## config.mk

```make
export PLATFORM = sky130hd
export DESIGN_NAME = aska_npg_multi
export DESIGN_NICKNAME = d
export VERILOG_FILES = /design/src/rtl/aska_npg_multi.sv
export SDC_FILE = /design/constraint.sdc
export NUM_CORES = 1
export LEC_CHECK = 0
export CAP_MARGIN = 25
export CORE_UTILIZATION = 40
export DETAILED_ROUTE_END_ITERATION = 8
export GPL_TIMING_DRIVEN = 0
export PLACE_DENSITY = 0.61
export SLEW_MARGIN = 40
export SYNTH_ARGS = -nofsm -noshare
export SYNTH_HDL_FRONTEND = slang
export SYNTH_SLANG_ARGS = --single-unit
```

## constraint.sdc

```tcl
create_clock -name clk -period 11.6 [get_ports clk]
set_input_delay 2.32 -clock clk [delete_from_list [all_inputs] [get_ports clk]]
set_output_delay 2.32 -clock clk [all_outputs]
set_load 0.05 [all_outputs]
```

## src/rtl/aska_npg_multi.sv

```systemverilog
// Multi-phase ASKA neural pulse generator: periodic mono/biphasic pulses
// with interphase gap, ramped amplitude and sticky overrun reporting.
module aska_npg_multi #(
  parameter int FREQ_W  = 12,
  parameter int PHASE_W = 4,
  parameter int AMP_W   = 8,
  parameter int RDIV_W  = 6
) (
  input  logic               clk,
  input  logic               reset,
  input  logic               enable,
  input  logic               mode,
  input  logic [FREQ_W-1:0]  freq,
  input  logic [PHASE_W-1:0] phase,
  input  logic [PHASE_W-1:0] gap,
  input  logic [AMP_W-1:0]   target,
  input  logic [AMP_W-1:0]   up,
  input  logic [AMP_W-1:0]   down,
  input  logic [RDIV_W-1:0]  ramp_div,
  input  logic               clr_ovr,
  output logic               stim_p,
  output logic               stim_n,
  output logic [AMP_W-1:0]   amp,
  output logic               launch,
  output logic               active,
  output logic               overrun
);

  typedef enum logic [1:0] {IDLE, PH1, GAP, PH2} state_t;

  state_t             state_q, state_d;
  logic [FREQ_W-1:0]  pcnt_q, pcnt_d;
  logic               run_q, run_d;
  logic [AMP_W-1:0]   amp_q, amp_d;
  logic [RDIV_W-1:0]  rdiv_q, rdiv_d;
  logic               ovr_q, ovr_d;
  logic [PHASE_W-1:0] cnt_q, cnt_d;
  logic               mode_q, mode_d;
  logic [PHASE_W-1:0] phase_q, phase_d;
  logic [PHASE_W-1:0] gap_q, gap_d;
  logic               launch_q, launch_d;
  logic               stim_p_q, stim_p_d;
  logic               stim_n_q, stim_n_d;

  logic               tick;
  logic [AMP_W:0]     upSum;
  logic [AMP_W-1:0]   stepAmp;
  logic [AMP_W-1:0]   rampDownAmp;

  // Saturating amplitude candidates: one ramp step toward target, and one ramp-down step toward zero
  always_comb begin
    upSum       = {1'b0, amp_q} + {1'b0, up};
    stepAmp     = amp_q;
    rampDownAmp = '0;
    if (amp_q < target) begin
      stepAmp = (upSum >= {1'b0, target}) ? target : upSum[AMP_W-1:0];
    end else if (amp_q > target) begin
      stepAmp = ((amp_q - target) <= down) ? target : (amp_q - down);
    end
    if ((down != '0) && (amp_q > down)) begin
      rampDownAmp = amp_q - down;
    end
  end

  assign tick = run_q && (pcnt_q >= freq);

  // Next-state logic: period counter, run flag, overrun, pulse FSM and amplitude update at launch
  always_comb begin
    state_d  = state_q;
    pcnt_d   = pcnt_q;
    run_d    = run_q;
    amp_d    = amp_q;
    rdiv_d   = rdiv_q;
    ovr_d    = ovr_q;
    cnt_d    = cnt_q;
    mode_d   = mode_q;
    phase_d  = phase_q;
    gap_d    = gap_q;
    launch_d = 1'b0;

    if (run_q) begin
      pcnt_d = tick ? '0 : (pcnt_q + FREQ_W'(1));
    end
    if (enable && !run_q) begin
      run_d  = 1'b1;
      pcnt_d = '0;
    end

    if (clr_ovr) begin
      ovr_d = 1'b0;
    end
    if (tick && (state_q != IDLE)) begin
      ovr_d = 1'b1;
    end

    case (state_q)
      IDLE: begin
        if (tick) begin
          if (enable) begin
            if (rdiv_q == ramp_div) begin
              rdiv_d = '0;
              amp_d  = stepAmp;
            end else begin
              rdiv_d = rdiv_q + RDIV_W'(1);
            end
          end else begin
            rdiv_d = '0;
            amp_d  = rampDownAmp;
          end
          if (!enable && (rampDownAmp == '0)) begin
            run_d  = 1'b0;
            pcnt_d = '0;
          end else begin
            state_d  = PH1;
            cnt_d    = '0;
            mode_d   = mode;
            phase_d  = phase;
            gap_d    = gap;
            launch_d = 1'b1;
          end
        end
      end
      PH1: begin
        if (cnt_q == phase_q) begin
          cnt_d = '0;
          if (mode_q) begin
            state_d = IDLE;
          end else if (gap_q != '0) begin
            state_d = GAP;
          end else begin
            state_d = PH2;
          end
        end else begin
          cnt_d = cnt_q + PHASE_W'(1);
        end
      end
      GAP: begin
        if (cnt_q == (gap_q - PHASE_W'(1))) begin
          cnt_d   = '0;
          state_d = PH2;
        end else begin
          cnt_d = cnt_q + PHASE_W'(1);
        end
      end
      PH2: begin
        if (cnt_q == phase_q) begin
          cnt_d   = '0;
          state_d = IDLE;
        end else begin
          cnt_d = cnt_q + PHASE_W'(1);
        end
      end
      default: state_d = IDLE;
    endcase

    stim_p_d = (state_d == PH1) && (amp_d != '0);
    stim_n_d = (state_d == PH2) && (amp_d != '0);
  end

  // State register with synchronous reset; outputs are registered alongside the FSM state
  always_ff @(posedge clk) begin
    if (reset) begin
      state_q  <= IDLE;
      pcnt_q   <= '0;
      run_q    <= 1'b0;
      amp_q    <= '0;
      rdiv_q   <= '0;
      ovr_q    <= 1'b0;
      cnt_q    <= '0;
      mode_q   <= 1'b0;
      phase_q  <= '0;
      gap_q    <= '0;
      launch_q <= 1'b0;
      stim_p_q <= 1'b0;
      stim_n_q <= 1'b0;
    end else begin
      state_q  <= state_d;
      pcnt_q   <= pcnt_d;
      run_q    <= run_d;
      amp_q    <= amp_d;
      rdiv_q   <= rdiv_d;
      ovr_q    <= ovr_d;
      cnt_q    <= cnt_d;
      mode_q   <= mode_d;
      phase_q  <= phase_d;
      gap_q    <= gap_d;
      launch_q <= launch_d;
      stim_p_q <= stim_p_d;
      stim_n_q <= stim_n_d;
    end
  end

  assign stim_p  = stim_p_q;
  assign stim_n  = stim_n_q;
  assign amp     = amp_q;
  assign launch  = launch_q;
  assign active  = run_q;
  assign overrun = ovr_q;

endmodule

```

# Word level (Yosys, flattened, before mapping)
# Index checks and enable logic that the tools add are counted.
dict set report totals {
  reg_bits 46
  in_bits 55
  out_inout_bits 13
  wordCells 97
}
dict set report classes {
  add_sub_neg 7
  magnitude_cmp 6
  eq_ne 10
  mux 37
  bitwise_logic 3
  reduce_logical 21
}
# op count
set ops {}
lappend ops {{12-bit two-way mux} 6}
lappend ops {{8-bit two-way mux} 9}
lappend ops {{8-bit > comparator} 2}
lappend ops {{4-bit two-way mux} 4}
lappend ops {{8-bit nonzero test} 2}
lappend ops {{8-bit subtractor} 2}
lappend ops {{12-bit by 1-bit adder with 12-bit output, second input constant} 1}
lappend ops {{12-bit >= comparator} 1}
lappend ops {{2-bit two-way mux} 6}
lappend ops {{6-bit two-way mux} 2}
lappend ops {{4-bit one-hot mux with 3 select lines} 1}
lappend ops {{8-bit by 8-bit adder with 9-bit output} 1}
lappend ops {{9-bit by 8-bit >= comparator with 1-bit output} 1}
lappend ops {{4-bit equality test} 2}
lappend ops {{8-bit less-or-equal comparator} 1}
lappend ops {{8-bit logical NOT} 1}
lappend ops {{8-bit < comparator} 1}
lappend ops {{1-bit two-way mux} 8}
lappend ops {{2-bit one-hot mux with 4 select lines} 1}
lappend ops {{1-bit logical AND} 7}
lappend ops {{6-bit by 1-bit adder with 6-bit output, second input constant} 1}
lappend ops {{2-bit equality test, second input constant} 3}
lappend ops {{6-bit equality test} 1}
lappend ops {{4-bit by 1-bit adder with 4-bit output, second input constant} 1}
lappend ops {{12 further kinds} 19}

# Logic depth before layout (Yosys ltp)
# Gate-level depths: netlist of the first run.
dict set report depth {
  ltp_word 11
  depth_mapped 22
}

# Worst setup path after synthesis of the first run
# OpenSTA, ideal clock, no wires.
dict set report synth_path {
  path_kind {input-to-reg}
  start {input port target[0]}
  end {register stim_p_q, in the netlist stim_p}
  setup_ps 116
  arrival_ps 5711
  t_required_ps 11484
  path_slack_ps 5773
  path_stages 18
  path_cell_list {ha_1 > fa_1 > nand2b_1 > a21oi_1 > a21o_1 > a21oi_1 > xnor2_1 > ha_1 > o21ai_0 > o211ai_1 > o21ai_1 > clkbuf_2 > nor2_1 > a211o_1 > a311oi_2 > nand4b_1 > nor4_2 > and3b_1}
}
dict set report synth_between {
  elab_chain_len 11
  elab_cells_between_ends 15
  cone_classes {1 x add/sub; 4 x order compare; 8 x mux; 2 x reduce/logical}
}
# item line_no
set synth_rtl {}
lappend synth_rtl {{start: declaration} 16} ;# input logic [AMP_W-1:0] target,
lappend synth_rtl {{8-bit subtractor} 58} ;# stepAmp = ((amp_q - target) <= down) ? target : (amp_q - down);
lappend synth_rtl {{8-bit less-or-equal comparator} 58}
lappend synth_rtl {{8-bit two-way mux} 58}
lappend synth_rtl {{8-bit two-way mux} 57} ;# end else if (amp_q > target) begin
lappend synth_rtl {{8-bit two-way mux *} 55} ;# if (amp_q < target) begin
lappend synth_rtl {{8-bit two-way mux *} 100} ;# if (rdiv_q == ramp_div) begin
lappend synth_rtl {{8-bit two-way mux *} 99} ;# if (enable) begin
lappend synth_rtl {{8-bit two-way mux *} 98} ;# if (tick) begin
lappend synth_rtl {{8-bit two-way mux *} 96} ;# case (state_q)
lappend synth_rtl {{8-bit nonzero test *} 156} ;# stim_p_d = (state_d == PH1) && (amp_d != '0);
lappend synth_rtl {{1-bit logical AND *} 156}
lappend synth_rtl {{end signal: assignment} 188} ;# stim_p_q <= stim_p_d;
lappend synth_rtl {{end: declaration} 42} ;# logic stim_p_q, stim_p_d;
# Every way passes the cells marked *; elsewhere a longest branch is shown, timed or not.
# A chain may end at the register's enable or synchronous reset.

# Worst setup path in the final report of the first run
# Ends and elaborated chain as after synthesis.

==> reports/metrics.yaml, run 1 <==
status: "completed"
rr_startpoint: "amp[0]$_SDFF_PP0_"
core-area_um2: 10400
postSynthCellCount: 533
htree_num_levels: 2
clk_pin_slew_ps: 90
insertion_delay_ps: 300
min_to: "overrun$_SDFFE_PP0P_"
std_cell_rows: 37
period_share: 0.578
grt_pass1_vias: 4288
r2r_setup_slack_ps: 6820
regToRegEndpoint: "stim_p$_SDFF_PP0_"
drv_slew: 0
n_antenna_cell: 0
worst_pin_slew_ps: 575
drtIter0Drc: 213
clock_sinks: 46
vias: 4172
grt_max_degree: 16
firstDrtPassIters: 4
cts_resized: 0
wl_mm: 12.0
final_common_cell: "nor2_1"
cts-hold-fix-buffers: 0
dieArea_um2: 11200
start_util: 0.415
ir_worst_vdd_mv: 0.0495
wl_per_cell_um: 16.1
synth_top_cell_area_share: 0.213
start_kind: "input pin"
hold_ws_ps: 486
maxSlewHeadroom: 0.616
final_core_util: 0.508
ant_nets: 0
syn_nets: 647
netlist_top_cells_area: "dfxtp_1, ha_1, nor2_1"
rsz0062_at_grt: "false"
synthArstFlopShare: 0
critPathKind: "in -> reg"
viasPerCell: 5.61
rr_worst_depth: 19
ys_warn_count: 0
synth_area_um2: 4320
synth_edf_count: 0
avgSynthCellArea_um2: 8.10
synth_top_cell_by_area: "dfxtp_1"
globalplace.congestion: 0.905
nets: 721
cts-root-buf: "clkbuf_8"
tns_ps: 0
fmax_mhz: 149
hp-start: "overrun$_SDFFE_PP0P_"
drv_cap: 0
critPathMaxFanout: 10
layout_common_cells: "nor2_1, clkdlybuf4s50_1, ha_1, dfxtp_1, inv_1"
cts_tree: "built"
hold_class: "reg -> reg"
end_kind: "flip-flop"
synth_cell_types: 68
synth_seq_area_share: 0.213
cts_setup_buffers: 0
critPathArrivalTime_ps: 6900
setup_viol: 0
die_h_um: 106
powerDensity_nw_per_um2: 76.8
whs_path_depth: 2
ioPinCount: 68
cts_max_path_buffers: 2
period_minus_slack_ps: 6700
hold_viol: 0
antenna_found_initial: 0
syn2layout_area_growth_pct: 22.7
port_buffers: 67
drive_gt1_frac: 0.0543
chipWidth_um: 106
drc_errors: 0
yosys_most_used_dff: "dfxtp_1"
grt_usage: 0.226
grt_pass1_wl_mm: 20.4
hpwl_mm: 9.70
fin_worst_skew_ps: 6.17
grt.overflow.total: 0
cts_buffers: 5
leakage_nw: 2.30
ys_seq_elements: 46
critPathRequiredTime_ps: 11800
## cells in the mapped netlist, drive strengths merged, types with 6 or more instances
cell,n
nor2,69
ha,56
dfxtp,46
inv,43
a21oi,32
o21ai,30
xor2,26
nand2,20
xnor2,20
nand4,16
mux2i,12
nand3,12
o211ai,11
a211oi,10
clkbuf,8
nand2b,8
nor2b,7
nor3,7
o21a,7
a211o,6
a31oi,6
and3,6
nor4,6
or3,6
## registers in the layout, summed over array words and instances, names as in the netlist, 2 cells and up
register,cells
gap_q,4
phase_q,4
amp,8
state_q,2
pcnt_q,12
rdiv_q,6
cnt_q,4
## metrics by stage
stage	area, µm²	power [W]	instances	setup slack [ps]
floorplan	4320	0.000229	533	5770
global placement	5160	0.000265	736	4690
detailed placement	5160	0.000267	736	4650
CTS	5300	0.000409	744	4940
global route	5300	0.000432	744	4570
finish	5300	0.000407	744	4900
## cell families after synthesis
group	count (synthesis)	share of synthesized area
buffers and inverters	53	0.0469
adders and majority gates	59	0.176
DFF	46	0.213
xor gates and xnor gates	46	0.0933
and+or+nand+nor	178	0.216
AOI/OAI and AO/OA	139	0.226
muxes	12	0.0278
## cell type report
type / instances / area, µm²
Timing Repair Buffer: 67 / 671
Tap cell: 136 / 170
Inverter: 43 / 161
Sequential cell: 46 / 921
Clock buffer: 5 / 68.8
Buffer: 10 / 41.3
Multi-Input combinational cell: 434 / 3190
Fill cell: 1007 / 5120
Clock inverter: 3 / 68.8
## per-layer routing
layer | share of wire | GRT usage
met5 | 0 | 0
met4 | 0.020 | 0.0635
met3 | 0.056 | 0.0435
met2 | 0.46 | 0.380
met1 | 0.46 | 0.294
## worst max path at each step
stage,slack [ps],startpoint,depth (start not counted),endpoint
floorplan,5770,target[0],18,stim_p$_SDFF_PP0_
global placement,4690,target[0],19,stim_p$_SDFF_PP0_
detailed placement,4650,target[0],19,stim_p$_SDFF_PP0_
CTS,4940,target[0],19,stim_p$_SDFF_PP0_
global route,4570,target[0],18,stim_p$_SDFF_PP0_
finish,4900,target[0],19,stim_p$_SDFF_PP0_
## power by group
group / switching [W] / leakage, nW / internal, W
combinational: 0.0000545 / 1.86 / 0.0000479
sequential: 0.00000275 / 0.371 / 0.000159
clock: 0.0000556 / 0.0683 / 0.0000863
## critical path, cell delays in order
cell,delay [ps]
clkdlybuf4s50_1,500
ha_1,280
fa_1,390
nand2b_1,160
a21oi_1,390
a21o_1,180
a21oi_1,70
xnor2_1,190
ha_1,270
o21ai_0,230
o211ai_1,110
o21ai_1,140
clkbuf_2,240
nor2_1,90
a211o_1,320
a311oi_2,270
nand4b_1,170
nor4_2,370
and3b_1,220
No activity file was read; power rests on OpenSTA's default activity.
==> run 2: changes to the inputs <==
- PLACE_DENSITY: 0.61 -> 0.64
- clock period: 11.6 -> 6 ns (I/O delays scaled with it)
==> run 2 against run 1 <==
- via count is 0.84% lower
- core utilization is 0.37 points lower
- sequential power grew 94%
- register-to-register slack got worse by 5600 ps
- worst setup slack lost 4500 ps
- critical endpoint unchanged
- largest cell class unchanged
==> reports/metrics.yaml, run 2 (synthesis results as in run 1) <==
final_common_cell: "nor2_1"
antenna_found_initial: 0
maxSlewHeadroom: 0.586
final_core_util: 0.505
hp-start: "overrun$_SDFFE_PP0P_"
fin_worst_skew_ps: 8.11
clk_pin_slew_ps: 90
drtIter0Drc: 144
wl_mm: 11.9
grt_max_degree: 16
period_minus_slack_ps: 5600
nets: 721
drive_gt1_frac: 0.0543
fmax_mhz: 179
clock_sinks: 46
drv_cap: 0
min_to: "overrun$_SDFFE_PP0P_"
post-route-worst-setup-slack_ps: 399
cts-root-buf: "clkbuf_8"
rsz0062_at_grt: "false"
largest_reg_flops: 12
drv_slew: 0
critPathRequiredTime_ps: 6200
period_share: 0.933
r2r_setup_slack_ps: 1200
status: "completed"
core-area_um2: 10400
final_cells: 744
die_h_um: 106
n_antenna_cell: 0
dieArea_um2: 11200
insertion_delay_ps: 290
cts-hold-fix-buffers: 0
firstDrtPassIters: 4
tns_ps: 0
cts_tree: "built"
ant_nets: 0
ioPinCount: 68
wl_per_cell_um: 16.0
port_buffers: 67
worst_pin_slew_ps: 614
chipWidth_um: 106
hpwl_mm: 9.64
critPathKind: "in -> reg"
syn2layout_area_growth_pct: 21.8
globalplace.congestion: 0.917
cts_setup_buffers: 0
critPathMaxFanout: 10
cts_max_path_buffers: 2
pre_cts_ws_ps: 124
end_kind: "flip-flop"
cts_buffers: 5
htree_num_levels: 2
post-place-cells: 736
leakage_nw: 2.28
grt_usage: 0.219
multi_input_area_um2: 3190
start_util: 0.415
grt.overflow.total: 0
ir_worst_vdd_mv: 0.148
rr_startpoint: "amp[0]$_SDFF_PP0_"
n_fill_cell: 1023
viasPerCell: 5.56
whs_path_depth: 2
hold_class: "reg -> reg"
vias: 4137
rr_worst_depth: 19
grt_pass1_vias: 4089
std_cell_rows: 37
start_kind: "input pin"
hold_viol: 0
cts_resized: 0
hold_ws_ps: 479
regArea_um2: 921
top_register: "pcnt_q"
grt_pass1_wl_mm: 19.6
powerDensity_nw_per_um2: 136
setup_viol: 0
critPathArrivalTime_ps: 5800
layout_common_cells: "nor2_1, clkdlybuf4s50_1, ha_1, dfxtp_1, inv_1"
regToRegEndpoint: "stim_p$_SDFF_PP0_"
drc_errors: 0
run 2: stage by stage:
| step | total power [W] | area (µm²) |
|---|---|---|
| finish | 0.000713 | 5260 |
| global placement | 0.000512 | 5160 |
| global route | 0.000758 | 5260 |
| CTS | 0.000722 | 5260 |
| floorplan | 0.000442 | 4320 |
| detailed placement | 0.000517 | 5160 |
run 2: worst max path at each step:
stage	start	to	slack, ps
final	target[0]	stim_p$_SDFF_PP0_	400
after global routing	target[1]	stim_p$_SDFF_PP0_	50
after CTS	target[1]	stim_p$_SDFF_PP0_	440
after detailed placement	target[1]	stim_p$_SDFF_PP0_	120
after global placement	target[0]	stim_p$_SDFF_PP0_	150
after floorplan	target[0]	stim_p$_SDFF_PP0_	1290
run 2: final cells by class:
cell class              instances  area share
well taps                     136      0.0324
clock buffers                   6      0.0157
repair buffers                 67       0.128
flip-flops and latches         46       0.175
clock inverters                 2     0.00309
inverters                      43      0.0307
multi-input cells             434       0.608
plain buffers                  10     0.00785
run 2: routing by layer:
layer,vias up,global-route usage,share of wire
li1,2110,-,-
met1,1925,0.294,0.48
met2,85,0.365,0.46
met3,17,0.0307,0.038
met4,0,0.0585,0.020
met5,-,0,0
run 2: critical path, stage by stage:
cell and delay (ps):
clkdlybuf4s50_1 510, ha_1 280, fa_1 400, nand2b_1 160
a21oi_1 380, a21o_1 180, a21oi_1 70, xnor2_1 200
ha_1 280, o21ai_0 210, o211ai_1 110, o21ai_1 140
clkbuf_2 250, nor2_1 90, a211o_1 320, a311oi_2 260
nand4b_1 170, nor4_2 370, and3b_1 220
run 2: report_power, final:
part / switching [W] / leakage [nW] / internal, W
clock network: 0.000107 / 0.0478 / 0.0000949
logic: 0.000105 / 1.86 / 0.0000927
registers: 0.00000526 / 0.371 / 0.000308
total: 0.000218 / 2.28 / 0.000496
